--- src/rtl/dec_stage_pipe_if.sv ---
// Decode-stage bus: fetch-side request, execute-side decoded bundle, interlock status.
// Optional DEC_ILLEGAL_TRAP_EN adds illegal_d / illegal_seen.
interface dec_stage_pipe_if #(
  parameter int REG_W  = 3,
  parameter int OSEL_W = 4
);
  localparam int INSTR_W = 4 + 4*REG_W;

  logic               flush;
  logic               in_valid;
  logic               in_ready;
  logic [INSTR_W-1:0] instruction;
  logic               neg;
  logic               zer;
  logic               out_valid;
  logic               out_ready;
  logic [3:0]         opcode_d;
  logic [REG_W-1:0]   rs_d, rt_d, rd_d, shamt_d, funct_d;
  logic [2*REG_W-1:0] constant_d;
  logic [3*REG_W-1:0] address_d;
  logic               const_en_d, write_en_d, read_en_d, write_en2_d;
  logic               j_sel_d, pc_sel_d, hilo_en_d;
  logic [OSEL_W-1:0]  output_sel_d;
  logic               hazard_stall;
`ifdef DEC_ILLEGAL_TRAP_EN
  logic               illegal_d;
  logic               illegal_seen;
`endif

  modport master (
    output flush, in_valid, instruction, neg, zer, out_ready,
    input  in_ready, out_valid, opcode_d, rs_d, rt_d, rd_d, shamt_d, funct_d,
           constant_d, address_d, const_en_d, write_en_d, read_en_d, write_en2_d,
           j_sel_d, pc_sel_d, hilo_en_d, output_sel_d, hazard_stall
`ifdef DEC_ILLEGAL_TRAP_EN
    , input illegal_d, illegal_seen
`endif
  );

  modport slave (
    input  flush, in_valid, instruction, neg, zer, out_ready,
    output in_ready, out_valid, opcode_d, rs_d, rt_d, rd_d, shamt_d, funct_d,
           constant_d, address_d, const_en_d, write_en_d, read_en_d, write_en2_d,
           j_sel_d, pc_sel_d, hilo_en_d, output_sel_d, hazard_stall
`ifdef DEC_ILLEGAL_TRAP_EN
    , output illegal_d, illegal_seen
`endif
  );
endinterface

--- src/rtl/dec_stage_pipe.sv ---
// Pipelined instruction decoder: field split + control decode into a decode->execute
// register with valid/ready, load-use interlock and flush. Option: DEC_ILLEGAL_TRAP_EN.
module dec_stage_pipe #(
  parameter int REG_W  = 3,
  parameter int OSEL_W = 4
) (
  input  logic             clk,
  input  logic             rst,
  dec_stage_pipe_if.slave  bus
);
  localparam int INSTR_W = 4 + 4*REG_W;
  localparam logic [OSEL_W-1:0] OSEL_NONE = '1;

  typedef struct packed {
    logic [3:0]         opcode;
    logic [REG_W-1:0]   rs, rt, rd, shamt, funct;
    logic [2*REG_W-1:0] constant;
    logic [3*REG_W-1:0] address;
    logic               const_en, write_en, read_en, write_en2;
    logic               j_sel, pc_sel, hilo_en;
    logic [OSEL_W-1:0]  output_sel;
`ifdef DEC_ILLEGAL_TRAP_EN
    logic               illegal;
`endif
  } bundle_t;

  logic [INSTR_W-1:0] instr;
  logic [REG_W-1:0]   fn;
  logic               cond_ok, hazard, rdy, accept, vld_q;
  bundle_t            dec, q;

  assign instr = bus.instruction;
  assign fn    = instr[4+3*REG_W +: REG_W];

  // Conditional ALU ops (funct 1/2) only commit when their flag is set.
  assign cond_ok = (fn == REG_W'(1)) ? bus.neg :
                   (fn == REG_W'(2)) ? bus.zer : 1'b1;

  always_comb begin
    dec            = '0;
    dec.output_sel = OSEL_NONE;
    dec.opcode     = instr[3:0];
    dec.rd         = instr[4 +: REG_W];
    dec.rs         = instr[4+REG_W +: REG_W];
    // Stores name their data register in the rd slot.
    dec.rt         = (instr[3:0] == 4'd8) ? instr[4 +: REG_W] : instr[4+2*REG_W +: REG_W];
    dec.funct      = fn;
    dec.shamt      = fn;
    dec.constant   = instr[4+2*REG_W +: 2*REG_W];
    dec.address    = instr[4 +: 3*REG_W];
    case (instr[3:0])
      4'd0: if (cond_ok) begin
        dec.output_sel = OSEL_W'(1);
        dec.write_en2  = 1'b1;
        dec.hilo_en    = 1'b1;
      end
      4'd1, 4'd2, 4'd3, 4'd4: begin
        dec.output_sel = OSEL_W'(1);
        dec.write_en2  = 1'b1;
        dec.hilo_en    = 1'b1;
      end
      4'd5: begin
        dec.output_sel = OSEL_W'(1);
        dec.const_en   = 1'b1;
        dec.write_en2  = 1'b1;
      end
      4'd6: begin
        dec.output_sel = OSEL_W'(4);
        dec.write_en2  = 1'b1;
      end
      4'd7: begin
        dec.output_sel = OSEL_W'(0);
        dec.const_en   = 1'b1;
        dec.read_en    = 1'b1;
        dec.write_en2  = 1'b1;
      end
      4'd8: begin
        dec.const_en   = 1'b1;
        dec.write_en   = 1'b1;
      end
      4'd9: begin
        dec.j_sel      = (fn == '0);
        dec.pc_sel     = (fn != '0);
      end
      4'd10: dec.hilo_en = 1'b1;
      4'd11: begin
        dec.output_sel = OSEL_W'(3);
        dec.write_en2  = 1'b1;
      end
      4'd12: begin
        dec.output_sel = OSEL_W'(2);
        dec.write_en2  = 1'b1;
      end
      default: begin
`ifdef DEC_ILLEGAL_TRAP_EN
        dec.illegal = 1'b1;
`endif
      end
    endcase
  end

  // Load in the output register whose destination feeds this instruction.
  assign hazard = vld_q && q.read_en && ((q.rd == dec.rs) || (q.rd == dec.rt));
  assign rdy    = (!vld_q || bus.out_ready) && !hazard && !bus.flush;
  assign accept = bus.in_valid && rdy;

  always_ff @(posedge clk) begin
    if (rst) begin
      vld_q        <= 1'b0;
      q            <= '0;
      q.output_sel <= OSEL_NONE;
    end else if (bus.flush) begin
      vld_q <= 1'b0;
    end else if (accept) begin
      vld_q <= 1'b1;
      q     <= dec;
    end else if (bus.out_ready) begin
      vld_q <= 1'b0;
    end
  end

`ifdef DEC_ILLEGAL_TRAP_EN
  logic seen_q;
  always_ff @(posedge clk) begin
    if (rst)                        seen_q <= 1'b0;
    else if (accept && dec.illegal) seen_q <= 1'b1;
  end
  assign bus.illegal_d    = q.illegal;
  assign bus.illegal_seen = seen_q;
`endif

  assign bus.in_ready     = rdy;
  assign bus.hazard_stall = hazard && bus.in_valid;
  assign bus.out_valid    = vld_q;
  assign bus.opcode_d     = q.opcode;
  assign bus.rs_d         = q.rs;
  assign bus.rt_d         = q.rt;
  assign bus.rd_d         = q.rd;
  assign bus.shamt_d      = q.shamt;
  assign bus.funct_d      = q.funct;
  assign bus.constant_d   = q.constant;
  assign bus.address_d    = q.address;
  assign bus.const_en_d   = q.const_en;
  assign bus.write_en_d   = q.write_en;
  assign bus.read_en_d    = q.read_en;
  assign bus.write_en2_d  = q.write_en2;
  assign bus.j_sel_d      = q.j_sel;
  assign bus.pc_sel_d     = q.pc_sel;
  assign bus.hilo_en_d    = q.hilo_en;
  assign bus.output_sel_d = q.output_sel;
endmodule
--- src/flat_wrapper.sv ---
// flat-port wrapper written by rule: the top's interface ports become plain ports
module dec_stage_pipe_flat 
#(
  parameter int REG_W  = 3,
  parameter int OSEL_W = 4
)
  (clk, rst, bus_flush, bus_in_valid, bus_instruction, bus_neg, bus_zer, bus_out_ready, bus_in_ready, bus_out_valid, bus_opcode_d, bus_rs_d, bus_rt_d, bus_rd_d, bus_shamt_d, bus_funct_d, bus_constant_d, bus_address_d, bus_const_en_d, bus_write_en_d, bus_read_en_d, bus_write_en2_d, bus_j_sel_d, bus_pc_sel_d, bus_hilo_en_d, bus_output_sel_d, bus_hazard_stall);
  dec_stage_pipe_if #(.REG_W(REG_W), .OSEL_W(OSEL_W)) bus_i ();
  input  logic clk;
  input  logic rst;
  input wire logic [$bits(bus_i.flush)-1:0] bus_flush;
  input wire logic [$bits(bus_i.in_valid)-1:0] bus_in_valid;
  input wire logic [$bits(bus_i.instruction)-1:0] bus_instruction;
  input wire logic [$bits(bus_i.neg)-1:0] bus_neg;
  input wire logic [$bits(bus_i.zer)-1:0] bus_zer;
  input wire logic [$bits(bus_i.out_ready)-1:0] bus_out_ready;
  output wire logic [$bits(bus_i.in_ready)-1:0] bus_in_ready;
  output wire logic [$bits(bus_i.out_valid)-1:0] bus_out_valid;
  output wire logic [$bits(bus_i.opcode_d)-1:0] bus_opcode_d;
  output wire logic [$bits(bus_i.rs_d)-1:0] bus_rs_d;
  output wire logic [$bits(bus_i.rt_d)-1:0] bus_rt_d;
  output wire logic [$bits(bus_i.rd_d)-1:0] bus_rd_d;
  output wire logic [$bits(bus_i.shamt_d)-1:0] bus_shamt_d;
  output wire logic [$bits(bus_i.funct_d)-1:0] bus_funct_d;
  output wire logic [$bits(bus_i.constant_d)-1:0] bus_constant_d;
  output wire logic [$bits(bus_i.address_d)-1:0] bus_address_d;
  output wire logic [$bits(bus_i.const_en_d)-1:0] bus_const_en_d;
  output wire logic [$bits(bus_i.write_en_d)-1:0] bus_write_en_d;
  output wire logic [$bits(bus_i.read_en_d)-1:0] bus_read_en_d;
  output wire logic [$bits(bus_i.write_en2_d)-1:0] bus_write_en2_d;
  output wire logic [$bits(bus_i.j_sel_d)-1:0] bus_j_sel_d;
  output wire logic [$bits(bus_i.pc_sel_d)-1:0] bus_pc_sel_d;
  output wire logic [$bits(bus_i.hilo_en_d)-1:0] bus_hilo_en_d;
  output wire logic [$bits(bus_i.output_sel_d)-1:0] bus_output_sel_d;
  output wire logic [$bits(bus_i.hazard_stall)-1:0] bus_hazard_stall;
  assign bus_i.flush = bus_flush;
  assign bus_i.in_valid = bus_in_valid;
  assign bus_i.instruction = bus_instruction;
  assign bus_i.neg = bus_neg;
  assign bus_i.zer = bus_zer;
  assign bus_i.out_ready = bus_out_ready;
  assign bus_in_ready = bus_i.in_ready;
  assign bus_out_valid = bus_i.out_valid;
  assign bus_opcode_d = bus_i.opcode_d;
  assign bus_rs_d = bus_i.rs_d;
  assign bus_rt_d = bus_i.rt_d;
  assign bus_rd_d = bus_i.rd_d;
  assign bus_shamt_d = bus_i.shamt_d;
  assign bus_funct_d = bus_i.funct_d;
  assign bus_constant_d = bus_i.constant_d;
  assign bus_address_d = bus_i.address_d;
  assign bus_const_en_d = bus_i.const_en_d;
  assign bus_write_en_d = bus_i.write_en_d;
  assign bus_read_en_d = bus_i.read_en_d;
  assign bus_write_en2_d = bus_i.write_en2_d;
  assign bus_j_sel_d = bus_i.j_sel_d;
  assign bus_pc_sel_d = bus_i.pc_sel_d;
  assign bus_hilo_en_d = bus_i.hilo_en_d;
  assign bus_output_sel_d = bus_i.output_sel_d;
  assign bus_hazard_stall = bus_i.hazard_stall;
  dec_stage_pipe #(.REG_W(REG_W), .OSEL_W(OSEL_W)) u_core (.clk(clk), .rst(rst), .bus(bus_i));
endmodule
--- config.mk ---
export PLATFORM = sky130hd
export DESIGN_NAME = dec_stage_pipe_flat
export DESIGN_NICKNAME = d
export VERILOG_FILES = /design/src/rtl/dec_stage_pipe_if.sv /design/src/rtl/dec_stage_pipe.sv /design/src/flat_wrapper.sv
export SDC_FILE = /design/constraint.sdc
export NUM_CORES = 1
export LEC_CHECK = 0
export CAP_MARGIN = 20
export CORE_ASPECT_RATIO = 0.6
export CORE_MARGIN = 3
export CORE_UTILIZATION = 30
export CTS_CLUSTER_SIZE = 16
export DETAILED_ROUTE_END_ITERATION = 10
export PLACE_DENSITY = 0.72
export SLEW_MARGIN = 10
export SYNTH_ARGS = -nofsm -noshare
export SYNTH_HDL_FRONTEND = slang
export SYNTH_SLANG_ARGS = --single-unit
export TNS_END_PERCENT = 20
--- constraint.sdc ---
create_clock -name clk -period 1.9 [get_ports clk]
set_input_delay 0.38 -clock clk [delete_from_list [all_inputs] [get_ports clk]]
set_output_delay 0.38 -clock clk [all_outputs]
set_load 0.005 [all_outputs]
# == Word level (Yosys, flattened, before mapping) ==
# Index checks and enable logic that the tools add are counted.
# totals
reg_bits,43
output_inout_bits,48
# op_classes
eq_ne,16
n_mux,14
n_bitwise,1
n_reduce_logical,21
# ops
op,count
4-bit one-hot mux with 6 select lines,1
4-bit equality test (second input constant),5
4-bit by 3-bit equality test with 1-bit output (second input constant),4
5-bit OR reduction,2
9-bit OR reduction,1
4-bit by 2-bit equality test with 1-bit output (second input constant),2
1-bit 2-to-1 mux,8
3-bit equality test,2
1-bit logical AND,6
5-bit 2-to-1 mux,1
4-bit by 1-bit equality test with 1-bit output (second input constant),1
4-bit zero test,1
1-bit one-hot mux with 2 select lines,2
3-bit by 1-bit equality test with 1-bit output (second input constant),1
3-bit by 2-bit equality test with 1-bit output (second input constant),1
1-bit zero test,3
3-bit zero test,1
3-bit 2-to-1 mux,1
3-bit nonzero test,1
3-bit OR reduction,1
1-bit logical OR,2
2-bit 2-to-1 mux,1
2-bit AND reduction,1
2-bit nonzero test,1
2 further kinds,2

# == Logic depth before layout (Yosys ltp) ==
# depth
ltp_word,10
mapped_depth,8

# == Least setup slack after synthesis ==
# No wires, ideal clock.
# synth_timing
path_type,in2out
start,input bus_instruction[0]
end,output bus_in_ready
t_arrival_ps,1583
required_ps,1520
path_slack_ps,-63
path_stages,6
path_buffers,1
cell_sequence,buf_6 > nor4b_4 > or4_4 > nand3_1 > a21bo_2 > a21oi_1
# synth_between
elab_chain_len,8
# synth_rtl
item,line,rtl
"start, declared",flat_wrapper.sv:13,input wire logic [$bits(bus_i.instruction)-1:0] bus_instruction;
4-bit equality test,dec_stage_pipe.sv:46,dec.rt = (instr[3:0] == 4'd8) ? instr[4 +: REG_W] : instr[4+2*REG_W +: REG_W];
3-bit 2-to-1 mux,dec_stage_pipe.sv:46,
3-bit equality test,dec_stage_pipe.sv:103,assign hazard = vld_q && q.read_en && ((q.rd == dec.rs) || (q.rd == dec.rt));
1-bit logical OR,dec_stage_pipe.sv:103,
1-bit logical AND,dec_stage_pipe.sv:103,
1-bit zero test,dec_stage_pipe.sv:104,assign rdy = (!vld_q || bus.out_ready) && !hazard && !bus.flush;
1-bit logical AND (2 in series),dec_stage_pipe.sv:104,
"end, declared",flat_wrapper.sv:17,output wire logic [$bits(bus_i.in_ready)-1:0] bus_in_ready;
# No other way between the ends.

# == Final worst setup path ==
# layout_timing
start,input bus_instruction[10]
end,output bus_in_ready
# layout_between
elab_chain_len,7
# layout_rtl
item,line
3-bit 2-to-1 mux,dec_stage_pipe.sv:46
3-bit equality test,dec_stage_pipe.sv:103
1-bit logical OR,dec_stage_pipe.sv:103
1-bit logical AND,dec_stage_pipe.sv:103
1-bit zero test,dec_stage_pipe.sv:104
1-bit logical AND (2 in series),dec_stage_pipe.sv:104
# No other way between the ends.

==> results.json <==
{
  "power_mw": 1.83,
  "cts_root_buf": "clkbuf_8",
  "drt-vias-per-instance": 5.19,
  "slowest_stage": "or4_4",
  "port_buffers": 70,
  "vias": 1842,
  "grt_pass1_vias": 1843,
  "hpwlAfterDp_mm": 4.33,
  "p_int_mw": 1.32,
  "path_class": "input port to output port",
  "routabilityCongestion": 0.909,
  "r2r_end": "u_core.bus.output_sel_d[1]$_SDFFE_PP1P_",
  "dr.pass1.iters": 4,
  "skew_ns": 0.00340,
  "setup_viol": 25,
  "synth_flop_cell": "dfxtp_1",
  "finalSetupTns_ns": -1.08,
  "antenna_found_initial": 0,
  "cts_tree": "built",
  "syn_to_final_growth_pct": 60.5,
  "die_y_microns": 64.3,
  "dp.cells": 345,
  "die_area_sq_mm": 0.00662,
  "fmax_mhz": 462,
  "tightest_slew_ns": 0.329,
  "synth.area.top_cells": "dfxtp_1 37%, a21oi_1 7.1%, buf_4 6.6%",
  "clock_power_share_pct": 31.6,
  "max_slew_margin_pct": 77.9,
  "track_usage_pct": 17.8,
  "rsz0062_at_grt": "true",
  "io_pins": 71,
  "status": "complete, but fails checks",
  "synthMostInstantiatedCell": "dfxtp_1",
  "clock_latency_ns": 0.29,
  "switching_share_pct": 27.7,
  "cts_buffers": 5,
  "drc": 0,
  "path_max_fanout": 3,
  "hold_buffers": 0,
  "htreeDepth": 2,
  "p_switching_mw": 0.507,
  "coreArea_sq_mm": 0.00526,
  "synthTopCellsByCount": "31 x dfxtp_1, 24 x a21oi_1, 20 x nand3_1, 18 x o21ai_0, 15 x buf_4",
  "post-synth-top-area-cell": "dfxtp_1",
  "cp-start-kind": "input port",
  "drt_iter0_drc": 89,
  "ir_worst_vdd_mv": 0.355,
  "reg2reg_slack_ns": -0.03,
  "max_stage_delay_ns": 0.57,
  "maxSlewViolCount": 0,
  "holdCritStartpoint": "bus_instruction[8]",
  "start_util_pct": 32.3,
  "layout_setup_ws_ns": -0.264,
  "rows": 20,
  "avgSynthCellArea_sq_um": 8.40,
  "worst-endpoint-required_ns": 1.52,
  "wl_per_cell_microns": 16.1,
  "postRouteWirelength_mm": 5.71,
  "power.leakage_nw": 1.06,
  "hold_viol_final": 0,
  "min_to": "u_core.bus.rs_d[1]$_SDFFE_PP0P_",
  "cp.arrival_ns": 1.78,
  "reg2regPathDepth": 6,
  "period_share_pct": 114,
  "ys_async_sr_fraction_pct": 0,
  "ys_ff_latch": 31,
  "place_ws_ns": -0.955,
  "overflow": 0,
  "final_area_sq_mm": 0.00272,
  "synth_area_sq_mm": 0.00170,
  "sequentialPowerShare_pct": 40.1,
  "clock_sinks": 31,
  "fin_util_pct": 51.8,
  "nNetsFinal": 311,
  "ant_nets": 0,
  "yosys_warnings": 0,
  "clk_path_buf_depth": 2,
  "maxCapViolations": 0,
  "cts.clk_slew.worst_paths_ns": 0.06,
  "place_area_sq_mm": 0.00256,
  "min_path_type": "input port to flip-flop",
  "hold-worst-slack_ns": 0.444,
  "die_width_microns": 103,
  "grt_max_degree": 16,
  "ys_types": 40,
  "yosysTopAreaCellShare_pct": 36.6,
  "combPwrFrac_pct": 28.4,
  "power_density_mw_per_mm2": 672,
  "worst_hold_path.num_cells": 3,
  "timing.rr.start": "u_core.bus.address_d[2]$_SDFFE_PP0P_",
  "grt_first_pass_wirelength_mm": 9.09,
  "violations": "negative setup slack",
  "syn_nets": 225,
  "synth_edf_count": 0,
  "n_antenna_cell": 0,
  "worstSetupEndpointType": "output port",
  "fin_cells": 355,
  "fin_crit_ns": 2.16,
  "drive_above_1_share_pct": 23.5,
  "syn_inst": 202,
  "cp_cell_sequence": "clkdlybuf4s15_1 > xor2_1 > or4_4 > nand3_4 > buf_6 > a21bo_4 > a21oi_2 > buf_2",
  "ys_seq_area_share_pct": 36.6
}
[final cells by class]
| type | count | area, sq um |
|---|---|---|
| inverters | 2 | 7.51 |
| clock buffers | 8 | 100 |
| flip-flops and latches | 31 | 624 |
| well taps | 66 | 82.6 |
| multi-input cells | 138 | 908 |
| repair buffers | 110 | 1000 |
| fillers | 485 | 2530 |
[critical path, delay by kind of cell]
| kind | cells | cell delay [ns] |
|---|---|---|
| buffers and inverters | 3 | 0.43 |
| XOR/XNOR | 1 | 0.17 |
| AND/OR/NAND/NOR | 2 | 0.66 |
| AO/OA/AOI/OAI | 2 | 0.15 |
[flip-flops by register name (all words and copies together) (netlist names)]
signal / flops
u_core.bus.pc_sel_d: 1
u_core.bus.write_en2_d: 1
u_core.bus.const_en_d: 1
u_core.bus.hilo_en_d: 1
u_core.bus.address_d: 6
u_core.bus.output_sel_d: 4
u_core.bus.rt_d: 3
u_core.bus.write_en_d: 1
u_core.bus.j_sel_d: 1
u_core.bus.rs_d: 2
u_core.bus.read_en_d: 1
u_core.bus.opcode_d: 4
u_core.bus.out_valid: 1
u_core.bus.constant_d: 4
[power groups by stage]
| stage | clock network [mW] | registers, mW | logic [mW] |
|---|---|---|---|
| after floorplan | 0 | 0.749 | 0.223 |
| after global placement | 0 | 0.744 | 0.488 |
| after detailed placement | 0 | 0.746 | 0.498 |
| after CTS | 0.588 | 0.732 | 0.509 |
| after global routing | 0.624 | 0.740 | 0.562 |
| final | 0.578 | 0.734 | 0.520 |
[placed cells by master (no fill, tap or decap), types with 4 or more instances in the layout]
cell and count:
nand2b_1 6, nor3_1 9, mux2i_1 4, dfxtp_1 28
xnor2_1 4, a21oi_1 23, a211oi_1 5, buf_4 36
buf_6 6, nand3_1 19, nor2_1 6, clkbuf_8 7
o21ai_0 18, nand2_1 6, clkdlybuf4s50_1 56
[worst max-delay path by stage]
stage,slack [ns],end,cells after the start,from
2_1_floorplan,0.008,bus_in_ready,6,bus_instruction[0]
3_3_place_gp,-0.90,bus_in_ready,7,bus_instruction[2]
3_5_place_dp,-0.95,bus_hazard_stall,7,bus_instruction[2]
4_1_cts,-0.28,bus_in_ready,7,u_core.bus.address_d[2]$_SDFFE_PP0P_
5_1_grt,-0.32,bus_in_ready,7,u_core.bus.address_d[0]$_SDFFE_PP0P_
6_report,-0.26,bus_in_ready,8,bus_instruction[10]
[timing repair]
action,4_1_cts,5_1_grt
endpoints found under the setup margin,33,33
cloned,0,0
pin swaps,6,6
endpoints found under the hold margin,0,0
resized for setup,38,17
setup buffers,2,0
[cell families (layout without fill, tap and decap cells)]
family | count (synthesis) | after routing | synth area share, %
xor+xnor | 9 | 9 | 4.65
simple gates | 61 | 61 | 21.3
buf+inv | 33 | 120 | 12.5
flops | 31 | 31 | 36.6
mux | 4 | 4 | 2.36
compound gates | 64 | 64 | 22.6
[per-layer routing]
layer	part of all wire (%)	track usage [%]	vias up	routed length (microns)
met4	0.18	2.91	0	10
met3	10	6.43	2	585
li1	-	-	890	-
met1	46	24.6	870	2650
met5	0	0	-	0
met2	43	26.8	80	2470
Note: power is estimated with default switching activity, not from simulation.
